File: src/rtl/mw_stall_if.sv
// Handshake and control bundle between the M/W pipeline logic and the stall sequencer.
// master = pipeline/memory side, slave = sequencer.
interface mw_stall_if #(
  parameter int unsigned CNT_W = 32
);
  logic             MemReadM;
  logic             MemWriteM;
  logic             syscallM;
  logic             mem_ack;
  logic             sys_done;
  logic             StallF;
  logic             StallD;
  logic             StallE;
  logic             StallM;
  logic             BubbleW;
  logic             mem_req;
  logic             sys_start;
  logic             mem_timeout;
  logic [CNT_W-1:0] stall_cycles;

  modport master (
    output MemReadM, MemWriteM, syscallM, mem_ack, sys_done,
    input  StallF, StallD, StallE, StallM, BubbleW, mem_req, sys_start,
           mem_timeout, stall_cycles
  );

  modport slave (
    input  MemReadM, MemWriteM, syscallM, mem_ack, sys_done,
    output StallF, StallD, StallE, StallM, BubbleW, mem_req, sys_start,
           mem_timeout, stall_cycles
  );
endinterface

File: src/rtl/mw_stall_ctrl.sv
// Memory/writeback stall sequencer: freezes F/D/E/M and bubbles W during
// variable-latency data-memory accesses and external syscall service.
module mw_stall_ctrl #(
  parameter int unsigned TIMEOUT = 64,
  parameter int unsigned CNT_W   = 32
) (
  input logic        clk,
  input logic        rst_n,
  mw_stall_if.slave  bus
);

  typedef enum logic [2:0] {
    RUN       = 3'd0,
    MEM_WAIT  = 3'd1,
    SYS_START = 3'd2,
    SYS_WAIT  = 3'd3,
    ERROR     = 3'd4
  } state_t;

  localparam logic [7:0] TIMEOUT_C = 8'(TIMEOUT);

  state_t           state, state_nxt;
  logic [7:0]       wait_cnt, wait_cnt_nxt;
  logic             timeout_q;
  logic [CNT_W-1:0] cnt_q;
  logic             mem_op;
  logic             stall;
  logic             mem_req;
  logic             sys_start;

  assign mem_op = bus.MemReadM | bus.MemWriteM;

  // NOTE: synchronous reset only; clk is the sole event in the sensitivity list.
  always_ff @(posedge clk) begin
    if (!rst_n) begin
      state     <= RUN;
      wait_cnt  <= '0;
      timeout_q <= 1'b0;
      cnt_q     <= '0;
    end else begin
      // NOTE: non-blocking everywhere here so every register sees pre-edge values.
      state    <= state_nxt;
      wait_cnt <= wait_cnt_nxt;
      if (state == MEM_WAIT && state_nxt == ERROR)
        timeout_q <= 1'b1;
      if (stall && cnt_q != '1)
        cnt_q <= cnt_q + CNT_W'(1);
    end
  end

  always_comb begin
    // NOTE: defaults first so no path through the case leaves a latch.
    state_nxt    = state;
    wait_cnt_nxt = wait_cnt;
    unique case (state)
      RUN: begin
        if (mem_op) begin
          if (!bus.mem_ack) begin
            state_nxt    = MEM_WAIT;
            wait_cnt_nxt = 8'd1;
          end
        end else if (bus.syscallM) begin
          state_nxt = SYS_START;
        end
      end
      MEM_WAIT: begin
        if (bus.mem_ack) begin
          state_nxt    = RUN;
          wait_cnt_nxt = '0;
        end else if (wait_cnt == TIMEOUT_C) begin
          state_nxt    = ERROR;
          wait_cnt_nxt = '0;
        end else begin
          wait_cnt_nxt = wait_cnt + 8'd1;
        end
      end
      SYS_START: state_nxt = SYS_WAIT;
      SYS_WAIT:  if (bus.sys_done) state_nxt = RUN;
      ERROR:     state_nxt = ERROR;
      default:   state_nxt = RUN;
    endcase
  end

  // A memory op has priority over a syscall in the same M slot; the syscall
  // is seen again in RUN once the access releases.
  always_comb begin
    stall     = 1'b0;
    mem_req   = 1'b0;
    sys_start = 1'b0;
    unique case (state)
      RUN: begin
        if (mem_op) begin
          mem_req = 1'b1;
          stall   = ~bus.mem_ack;
        end else if (bus.syscallM) begin
          stall = 1'b1;
        end
      end
      MEM_WAIT: begin
        mem_req = 1'b1;
        stall   = ~bus.mem_ack;
      end
      SYS_START: begin
        stall     = 1'b1;
        sys_start = 1'b1;
      end
      SYS_WAIT: stall = ~bus.sys_done;
      ERROR:    stall = 1'b1;
      default:  stall = 1'b0;
    endcase
  end

  // W only ever gets a bubble while M is held, so the two share one term.
  assign bus.StallF       = stall;
  assign bus.StallD       = stall;
  assign bus.StallE       = stall;
  assign bus.StallM       = stall;
  assign bus.BubbleW      = stall;
  assign bus.mem_req      = mem_req;
  assign bus.sys_start    = sys_start;
  assign bus.mem_timeout  = timeout_q;
  assign bus.stall_cycles = cnt_q;

endmodule
File: src/flat_wrapper.sv
// flat-port wrapper written by rule: the top's interface ports become plain ports
module mw_stall_ctrl_flat 
#(
  parameter int unsigned TIMEOUT = 64,
  parameter int unsigned CNT_W   = 32
)
  (clk, rst_n, bus_MemReadM, bus_MemWriteM, bus_syscallM, bus_mem_ack, bus_sys_done, bus_StallF, bus_StallD, bus_StallE, bus_StallM, bus_BubbleW, bus_mem_req, bus_sys_start, bus_mem_timeout, bus_stall_cycles);
  mw_stall_if #(.CNT_W(CNT_W)) bus_i ();
  input logic clk;
  input logic rst_n;
  input wire logic [$bits(bus_i.MemReadM)-1:0] bus_MemReadM;
  input wire logic [$bits(bus_i.MemWriteM)-1:0] bus_MemWriteM;
  input wire logic [$bits(bus_i.syscallM)-1:0] bus_syscallM;
  input wire logic [$bits(bus_i.mem_ack)-1:0] bus_mem_ack;
  input wire logic [$bits(bus_i.sys_done)-1:0] bus_sys_done;
  output wire logic [$bits(bus_i.StallF)-1:0] bus_StallF;
  output wire logic [$bits(bus_i.StallD)-1:0] bus_StallD;
  output wire logic [$bits(bus_i.StallE)-1:0] bus_StallE;
  output wire logic [$bits(bus_i.StallM)-1:0] bus_StallM;
  output wire logic [$bits(bus_i.BubbleW)-1:0] bus_BubbleW;
  output wire logic [$bits(bus_i.mem_req)-1:0] bus_mem_req;
  output wire logic [$bits(bus_i.sys_start)-1:0] bus_sys_start;
  output wire logic [$bits(bus_i.mem_timeout)-1:0] bus_mem_timeout;
  output wire logic [$bits(bus_i.stall_cycles)-1:0] bus_stall_cycles;
  assign bus_i.MemReadM = bus_MemReadM;
  assign bus_i.MemWriteM = bus_MemWriteM;
  assign bus_i.syscallM = bus_syscallM;
  assign bus_i.mem_ack = bus_mem_ack;
  assign bus_i.sys_done = bus_sys_done;
  assign bus_StallF = bus_i.StallF;
  assign bus_StallD = bus_i.StallD;
  assign bus_StallE = bus_i.StallE;
  assign bus_StallM = bus_i.StallM;
  assign bus_BubbleW = bus_i.BubbleW;
  assign bus_mem_req = bus_i.mem_req;
  assign bus_sys_start = bus_i.sys_start;
  assign bus_mem_timeout = bus_i.mem_timeout;
  assign bus_stall_cycles = bus_i.stall_cycles;
  mw_stall_ctrl #(.TIMEOUT(TIMEOUT), .CNT_W(CNT_W)) u_core (.clk(clk), .rst_n(rst_n), .bus(bus_i));
endmodule
File: config.mk
export PLATFORM = sky130hd
export DESIGN_NAME = mw_stall_ctrl_flat
export DESIGN_NICKNAME = d
export VERILOG_FILES = /design/src/rtl/mw_stall_if.sv /design/src/rtl/mw_stall_ctrl.sv /design/src/flat_wrapper.sv
export SDC_FILE = /design/constraint.sdc
export NUM_CORES = 1
export LEC_CHECK = 0
export ABC_CLOCK_PERIOD_IN_PS = 2400
export BUFFER_PORTS_ARGS = -buffer_cell sky130_fd_sc_hd__buf_2
export CAP_MARGIN = 10
export CORE_ASPECT_RATIO = 1.4
export CORE_MARGIN = 2
export CORE_UTILIZATION = 55
export CTS_BUF_LIST = sky130_fd_sc_hd__clkbuf_4 sky130_fd_sc_hd__clkbuf_8 sky130_fd_sc_hd__clkbuf_16
export DETAILED_ROUTE_END_ITERATION = 10
export GPL_TIMING_DRIVEN = 0
export PLACE_DENSITY = 0.75
export SKIP_CTS_REPAIR_TIMING = 1
export SLEW_MARGIN = 20
export SYNTH_ARGS = -nofsm -noshare
export SYNTH_HDL_FRONTEND = slang
export SYNTH_SLANG_ARGS = --single-unit
export TNS_END_PERCENT = 1
File: constraint.sdc
create_clock -name clk -period 2.4 [get_ports clk]
set_input_delay 0.36 -clock clk [delete_from_list [all_inputs] [get_ports clk]]
set_output_delay 0.36 -clock clk [all_outputs]
set_load 0.01 [all_outputs]
Word level (Yosys, flattened, before mapping)

Index checks and enable logic that the tools add are counted.

Register bits after elaboration: 44
Input port bits: 7
Output and inout bits: 40
Word-level logic and storage cells: 42

Add/subtract/negate cells: 2
Equality and inequality tests: 9
Multiplexer cells: 18
Bitwise gates (word level): 3
Reductions and logical operators: 6

Operator list:

| kind                                          | number |
|---|---|
| adder 32 x 1 -> 32 bit, second input constant | 1 |
| two-way mux 8 bit                             | 4 |
| != test 32 bit, second input constant         | 1 |
| two-way mux 3 bit                             | 6 |
| case mux 8 bit (2 select lines)               | 1 |
| case mux 3 bit (5 select lines)               | 1 |
| adder 8 x 1 -> 8 bit, second input constant   | 1 |
| == test 8 x 7 -> 1 bit, second input constant | 1 |
| == test 3 x 2 -> 1 bit, second input constant | 2 |
| == test 3 bit, second input constant          | 2 |
| two-way mux 1 bit                             | 4 |
| case mux 1 bit (4 select lines)               | 1 |
| == test 3 x 1 -> 1 bit, second input constant | 1 |
| logical NOT 3 bit                             | 1 |
| AND reduction 3 bit                           | 1 |
| logical AND 1 bit                             | 2 |
| != test 2 x 1 -> 1 bit, second input constant | 1 |
| != test 2 bit, second input constant          | 1 |
| NOT 1 bit                                     | 2 |
| case mux 1 bit (2 select lines)               | 1 |
| nonzero test 2 bit                            | 1 |
| OR reduction 2 bit                            | 1 |
| bitwise OR 1 bit                              | 1 |

Depth between registers and ports, before layout

Gate-level depths: netlist of the first run.

Depth after elaboration: 6
Mapped depth: 9

Worst setup path after synthesis of the first run

Ideal clock, no wire load.

Path kind: reg2reg
From: register u_core.cnt_q[4] (netlist: u_core.bus.stall_cycles[4])
To: register u_core.cnt_q[8] (netlist: u_core.bus.stall_cycles[8])
Arrival time: 1998 ps
Data required time: 2285 ps
Slack: 287 ps
Cell stages (with the launch flop): 9
Period minus slack after synthesis: 2113 ps
Path through: dfxtp_1 -> nand4_2 -> or4_1 -> buf_6 -> nor3_4 -> buf_6 -> buf_12 -> nor4_1 -> o21a_1

Word-level cells in the longest chain between the ends: 2
Elaborated cells between the ends (all ways): 3

RTL lines:

| item                                                                           | RTL line            | source |
|---|---|---|
| start, declared                                                                | mw_stall_ctrl.sv:25 | `logic [CNT_W-1:0] cnt_q;` |
| start signal, assigned                                                         | mw_stall_ctrl.sv:47 | `cnt_q <= cnt_q + CNT_W'(1);` |
| parallel branches: the longest is 2 deep, another holds adder 32 x 1 -> 32 bit | --                  |  |

Parallel ways; which one is timed is not known.
A chain may end at the register's enable or synchronous reset.

Final worst setup path of the first run

From: register u_core.state[1]
To: output bus_StallF

Word-level cells in the longest chain between the ends: 3
Elaborated cells between the ends (all ways): 7

RTL lines:

| item                                                    | RTL line            | source |
|---|---|---|
| start, declared                                         | mw_stall_ctrl.sv:22 | `state_t state, state_nxt;` |
| start signal, assigned                                  | mw_stall_ctrl.sv:42 | `state <= state_nxt;` |
| == test 3 x 2 -> 1 bit or == test 3 bit (tied branches) | mw_stall_ctrl.sv:90 | `unique case (state)` |
| OR reduction 2 bit (no line)                            | --                  |  |
| case mux 1 bit (4 select lines) *                       | mw_stall_ctrl.sv:90 |  |
| end, declared                                           | flat_wrapper.sv:16  | `output wire logic [$bits(bus_i.StallF)-1:0] bus_StallF;` |

Mark *: on every way between the ends. The rest lies on a longest branch, timed or not.

==> results of run 1 <==
[logic make-up (layout without fill, tap and decap cells)]
logic type / count (synthesis) / after routing / share of synthesized area (%)
compound gates: 78 / 78 / 21.3
xor+xnor: 6 / 6 / 2.13
fa+ha+maj: 3 / 3 / 1.52
buf+inv: 26 / 80 / 7.67
flops: 44 / 44 / 35.8
mux: 1 / 1 / 0.407
simple gates: 119 / 119 / 31.2
[state kept, by name (all words and copies together), names as in the netlist]
register                 cells
u_core.bus.stall_cycles     32
u_core.bus.mem_timeout       1
u_core.wait_cnt              8
u_core.state                 3
[layout by cell type (no fill, tap or decap), types with 7 or more instances in the layout]
master and instances:
buf_2 46, a21oi_1 27, nor2_1 20, dfxtp_1 41, nand3_1 11, o21ai_0 7, nand4_1 13, clkbuf_8 7
or4_1 17, o31ai_1 19, nand2_1 11
[worst max path at each step]
stage / startpoint / endpoint / cells after the start
6_report: u_core.state[1]$_SDFF_PN0_ / bus_StallF / 6
5_1_grt: u_core.state[2]$_SDFF_PN0_ / bus_StallF / 6
4_1_cts: u_core.state[0]$_SDFF_PN0_ / bus_StallF / 7
3_5_place_dp: bus_MemWriteM / bus_StallF / 8
3_3_place_gp: bus_MemWriteM / bus_StallF / 8
2_1_floorplan: u_core.bus.stall_cycles[4]$_SDFFE_PN0P_ / u_core.bus.stall_cycles[8]$_SDFFE_PN0P_ / 8
[routing by layer]
| metal | routed length [um] | GRT usage [%] | vias up |
|---|---|---|---|
| met3 | 263 | 4.05 | 8 |
| met2 | 3030 | 39.7 | 62 |
| met1 | 2630 | 32.3 | 1155 |
| li1 | - | - | 1182 |
| met4 | 93 | 8.10 | 0 |
| met5 | 0 | 0 | - |
[per-stage QoR]
stage	worst slack, ns	area, um2	std cells	power, mW	setup TNS (ns)
6_report	0.104	2930	391	1.60	0
5_1_grt	0.00375	2930	391	1.65	0
4_1_cts	-0.454	2890	389	1.59	-2.16
3_5_place_dp	-0.242	2760	382	0.934	-1.09
3_3_place_gp	-0.224	2760	382	0.930	-1.00
2_1_floorplan	0.287	2460	277	0.880	0
[power by group]
part / switching (mW) / internal, mW / leakage [nW]
clock network: 0.259 / 0.410 / 0.0642
logic: 0.100 / 0.0790 / 0.730
registers: 0.0130 / 0.741 / 0.357
[layout make-up]
type                            count  area [um2]
Multi-Input combinational cell    207        1400
Fill cell                         383        1350
Sequential cell                    44         887
Timing Repair Buffer               47         240
Buffer                             20         174
Tap cell                           60        75.1
Clock buffer                        5        68.8
Clock inverter                      2        60.1
Inverter                            6        22.5
[worst max-delay path, stage by stage (launching register included)]
cell,delay [ns]
dfxtp_2,0.35
nor4b_4,0.52
nor3_4,0.12
buf_6,0.17
inv_1,0.21
buf_4,0.15
buf_2,0.11
==> reports/qor.yml, run 1 <==
status:
  status: "finished clean"
worst_setup_path:
  crit_arrival_ns: 1.94
  reg2reg_slack_ns: 0.12
  rr_worst_depth: 6
  worstSetupStartpointType: "register"
  critPathKind: "reg2out"
  r2r_end: "u_core.bus.stall_cycles[31]$_SDFFE_PN0P_"
  cp_max_fo: 10
  critPathRequiredTime_ns: 2.04
  cp-end-kind: "output pin"
  r2r_start: "u_core.bus.stall_cycles[16]$_SDFFE_PN0P_"
route:
  drt_iter0_drc: 179
  viasPerCell: 6.16
  num_vias: 2407
  final_antenna_net_count: 0
  wire_per_inst_um: 15.4
  routed_wirelength_mm: 6.02
  drc: 0
  first_pass_iters: 4
logic_synthesis:
  synth_area_leaders: "dfxtp_1, o31ai_1, a21oi_1"
  synth_edf_count: 0
  synthDistinctLibCells: 61
  synth_commonest_cells: "dfxtp_1, a21oi_1, nor2_1"
  synth_area_mm2: 0.00246
  syn_area_per_cell_um2: 8.89
  synth_cells: 277
  synthMostInstantiatedCell: "dfxtp_1"
  synthArstFlopShare_pct: 0
  ys_ff_latch: 44
  yosys.area.top_type: "dfxtp_1"
  syn_nets: 287
  synth_top_area_share_pct: 35.8
  seq_area_frac_synth_pct: 35.8
  yosys_warnings: 0
  synth_top_flop_cell: "dfxtp_1"
finish:
  insertedDiodeCount: 0
  drive_gt1_share_pct: 28.4
  area_growth_pct: 18.9
  fin_util_pct: 68.5
  nets: 341
cts:
  cts.sinks: 44
  clkTransAtPathRegs_ns: 0.08
  cts_max_level: 2
  cts_buffers: 5
  insertion_delay_ns: 0.30
  cts_tree: "yes"
  clockBufferDepth: 2
  cts_root_buf: "clkbuf_8"
sta:
  slew_violations: 0
  setup_viol: 0
  whs_ns: 0.447
  finClkSkew_ns: 0.00881
  period_needed_ns: 2.30
  fin_crit_sh_pct: 95.7
  maxSlewHeadroom_pct: 38.4
  worstMarginPinSlew_ns: 0.910
  max_clock_freq_mhz: 435
  rsz0062_at_grt: "false"
  finalHoldViolations: 0
die:
  std_cell_rows: 28
  core-area_mm2: 0.00427
  num_io_pins: 47
  die_h_um: 83.2
  die_x_um: 60.6
  initial_core_util_pct: 57.6
  design.die.area_mm2: 0.00504
place:
  place.gp.congestion: 0.853
  io_buffers: 45
  dp_hpwl_mm: 4.21
global_route:
  grt_pass1_vias: 2125
  grt_antenna_before_repair: 0
  overflow: 0
  grt_max_degree: 14
  grt_util_all_layers_pct: 24.5
  grt_pass1_wl_mm: 9.80
power_and_ir_drop:
  powerDensity_mw_per_mm2: 547
  peakVddDrop_uv: 335
  leakagePower_nw: 1.15
min_path:
  holdPathStages: 4
  holdPathEnd: "u_core.state[1]$_SDFF_PN0_"
  holdCritPathClass: "in2reg"
  min_from: "bus_sys_done"
flow_run:
  drv_cap: 0
(Power assumes the default switching activity.)
==> inputs of run 2 (changes only) <==
--- a/config.mk
+++ b/config.mk
@@ -15,6 +15,7 @@
 export DETAILED_ROUTE_END_ITERATION = 10
 export GPL_TIMING_DRIVEN = 0
 export PLACE_DENSITY = 0.75
+export SETUP_SLACK_MARGIN = 0.3
 export SKIP_CTS_REPAIR_TIMING = 1
 export SLEW_MARGIN = 20
 export SYNTH_ARGS = -nofsm -noshare
==> constraint.sdc (replaced) <==
create_clock -name clk -period 2.4 [get_ports clk]
set_input_delay 0.24 -clock clk [delete_from_list [all_inputs] [get_ports clk]]
set_output_delay 0.24 -clock clk [all_outputs]
set_load 0.01 [all_outputs]
==> run 2 against run 1 <==
Critical path depth increased by 1. Highest routed layer unchanged. Combinational power increased by 34%. Via count up 5.0%. Critical path type unchanged. Clock-buffer cell count is 3 higher. Largest power group unchanged.
==> reports/qor.yml, run 2 (synthesis gave the netlist of run 1 again) <==
status:
  status: "finished clean"  # unchanged
worst_setup_path:
  rr_worst_depth: 8  # was 6
  cp_top_family: "buffers and inverters"  # was simple AND/OR/NAND/NOR gates
  r2r_start: "u_core.bus.stall_cycles[12]$_SDFFE_PN0P_"  # was u_core.bus.stall_cycles[16]$_SDFFE_PN0P_
  cpMaxStageDelayCell: "dfxtp_4"  # was nor4b_4
  endpoint: "bus_StallF"  # unchanged
  path_cells: "nor2b_4 > a22o_4 > nor3_4 > buf_6 > clkinvlp_4 > buf_4 > buf_2"  # was nor4b_4 > nor3_4 > buf_6 > inv_1 > buf_4 > buf_2
  crit_arrival_ns: 1.86  # was 1.94 ns
  path_depth: 7  # was 6
  worstSetupStartpointType: "register"  # unchanged
  cp-end-kind: "output pin"  # unchanged
  critPathRequiredTime_ns: 2.16  # was 2.04 ns
  critPathKind: "reg2out"  # unchanged
  crit_start: "u_core.state[1]$_SDFF_PN0_"  # unchanged
  r2r_end: "u_core.bus.stall_cycles[8]$_SDFFE_PN0P_"  # was u_core.bus.stall_cycles[31]$_SDFFE_PN0P_
  reg2reg_slack_ns: 0.34  # was 0.12 ns
  critPathBufInv: 4  # unchanged
  cp_max_fo: 6  # was 10
  slowest_delay_ns: 0.37  # was 0.52 ns
place:
  dp_hpwl_mm: 4.16  # was 4.21 mm
  place.gp.congestion: 0.845  # was 0.853
  io_buffers: 45  # unchanged
  place_ws_ns: -0.0349  # was -0.242 ns
sta:
  max_clock_freq_mhz: 477  # was 435 MHz
  period_needed_ns: 2.10  # was 2.30 ns
  setup_ws_ns: 0.305  # was 0.104 ns
  slew_violations: 0  # unchanged
  worstMarginPinSlew_ns: 0.588  # was 0.910 ns
  maxSlewHeadroom_pct: 60.8  # was 38.4%
  rsz0062_at_grt: "true"  # was false
  fin_crit_sh_pct: 87.3  # was 95.7%
  finClkSkew_ns: 0.00586  # was 0.00881 ns
  finalHoldViolations: 0  # unchanged
  tns_ns: 0  # unchanged
  setup_viol: 0  # unchanged
finish:
  insertedDiodeCount: 0  # unchanged
  mostFrequentLayoutCells: "buf_2, a21oi_1, dfxtp_1"  # was buf_2, dfxtp_1, a21oi_1
  nets: 361  # was 341
  fillers: 323  # was 383
  area_growth_pct: 30.7  # was 18.9%
  drive_gt1_share_pct: 40.3  # was 28.4%
  largest_reg_flops: 32  # unchanged
  layout_commonest_cell: "buf_2"  # unchanged
  fin_util_pct: 75.3  # was 68.5%
power_and_ir_drop:
  peakVddDrop_uv: 323  # was 335 uV
  leakagePower_nw: 1.26  # was 1.15 nW
  powerDensity_mw_per_mm2: 464  # was 547 mW/mm2
global_route:
  grt_pass1_wl_mm: 9.47  # was 9.80 mm
  overflow: 0  # unchanged
  grt_util_all_layers_pct: 23.8  # was 24.5%
  grt_antenna_before_repair: 0  # unchanged
  grt_max_degree: 13  # was 14
  grt_pass1_vias: 2162  # was 2125
route:
  viasPerCell: 6.13  # was 6.16
  drc: 0  # unchanged
  drt_iter0_drc: 134  # was 179
  final_antenna_net_count: 0  # unchanged
  first_pass_iters: 4  # unchanged
  wire_per_inst_um: 15.7  # was 15.4 um
  routed_wirelength_mm: 6.47  # was 6.02 mm
  num_vias: 2527  # was 2407
cts:
  cts_max_level: 2  # unchanged
  cts.sinks: 44  # unchanged
  cts_root_buf: "clkbuf_8"  # unchanged
  clkTransAtPathRegs_ns: 0.08  # about the same
  cts_buffers: 5  # unchanged
  cts_tree: "yes"  # unchanged
  insertion_delay_ns: 0.31  # was 0.30 ns
  clockBufferDepth: 2  # unchanged
die:
  die_h_um: 83.2  # unchanged
  die_x_um: 60.6  # unchanged
  core-area_mm2: 0.00427  # unchanged
  std_cell_rows: 28  # unchanged
  num_io_pins: 47  # unchanged
  initial_core_util_pct: 57.6  # unchanged
  design.die.area_mm2: 0.00504  # unchanged
flow_run:
  drv_cap: 0  # unchanged
min_path:
  holdCritPathClass: "in2reg"  # unchanged
==> run 2: cell count changes in the layout (fill, tap and decap cells not counted), moves of 3 or more <==
| cell | previous run | this run |
|---|---|---|
| dfxtp_1 | 41 | 26 |
| o311ai_1 | 3 | 0 |
| dfxtp_2 | 2 | 8 |
| dfxtp_4 | 1 | 10 |
| buf_4 | 6 | 24 |
==> run 2: worst min-delay path, delay by kind of cell <==
family / cells / cell delay (ns)
AOI/OAI and AO/OA: 1 / 0.09
buffers and inverters: 1 / 0.10
and+or+nand+nor: 2 / 0.17
==> run 2: routing by layer <==
layer | vias to the layer above | part of all wire (%) | wire length, um | track usage [%]
met5 | - | 0 | 0 | 0
met4 | 0 | 2.1 | 133 | 10.5
met1 | 1218 | 41 | 2660 | 30.3
li1 | 1217 | - | - | -
met3 | 12 | 4.6 | 296 | 3.74
met2 | 80 | 52 | 3380 | 38.7
==> run 2: final cells by class <==
cell class,count,area (um2),area share (%)
Buffer,20,169,5.25
Multi-Input combinational cell,207,1500,46.5
Tap cell,60,75.1,2.33
Clock buffer,8,97.6,3.03
Sequential cell,44,928,28.8
Inverter,6,26.3,0.816
Timing Repair Buffer,67,424,13.2
==> run 2: how the worst min path moves through the flow <==
stage	start	to	cells past startpoint
floorplan	bus_sys_done	u_core.state[1]$_SDFF_PN0_	3
global placement	u_core.bus.mem_timeout$_SDFFE_PN0P_	u_core.bus.mem_timeout$_SDFFE_PN0P_	2
detailed placement	u_core.bus.mem_timeout$_SDFFE_PN0P_	u_core.bus.mem_timeout$_SDFFE_PN0P_	2
CTS	bus_sys_done	u_core.state[1]$_SDFF_PN0_	4
global route	bus_sys_done	u_core.state[1]$_SDFF_PN0_	4
finish	bus_sys_done	u_core.state[1]$_SDFF_PN0_	4
==> run 2: metrics by stage <==
step           instance area [um2]  hold WS [ns]  std cells  power [mW]
3_3_place_gp                  2770         0.457        382       0.930
4_1_cts                       2860         0.292        390        1.43
3_5_place_dp                  2770         0.458        382       0.934
6_report                      3220         0.324        412        1.49
5_1_grt                       3220         0.355        412        1.55
2_1_floorplan                 2460         0.475        277       0.880
==> run 2: where the power goes <==
group | switching (mW) | internal, mW
registers | 0.0147 | 0.734
logic | 0.119 | 0.121
clock network | 0.248 | 0.257
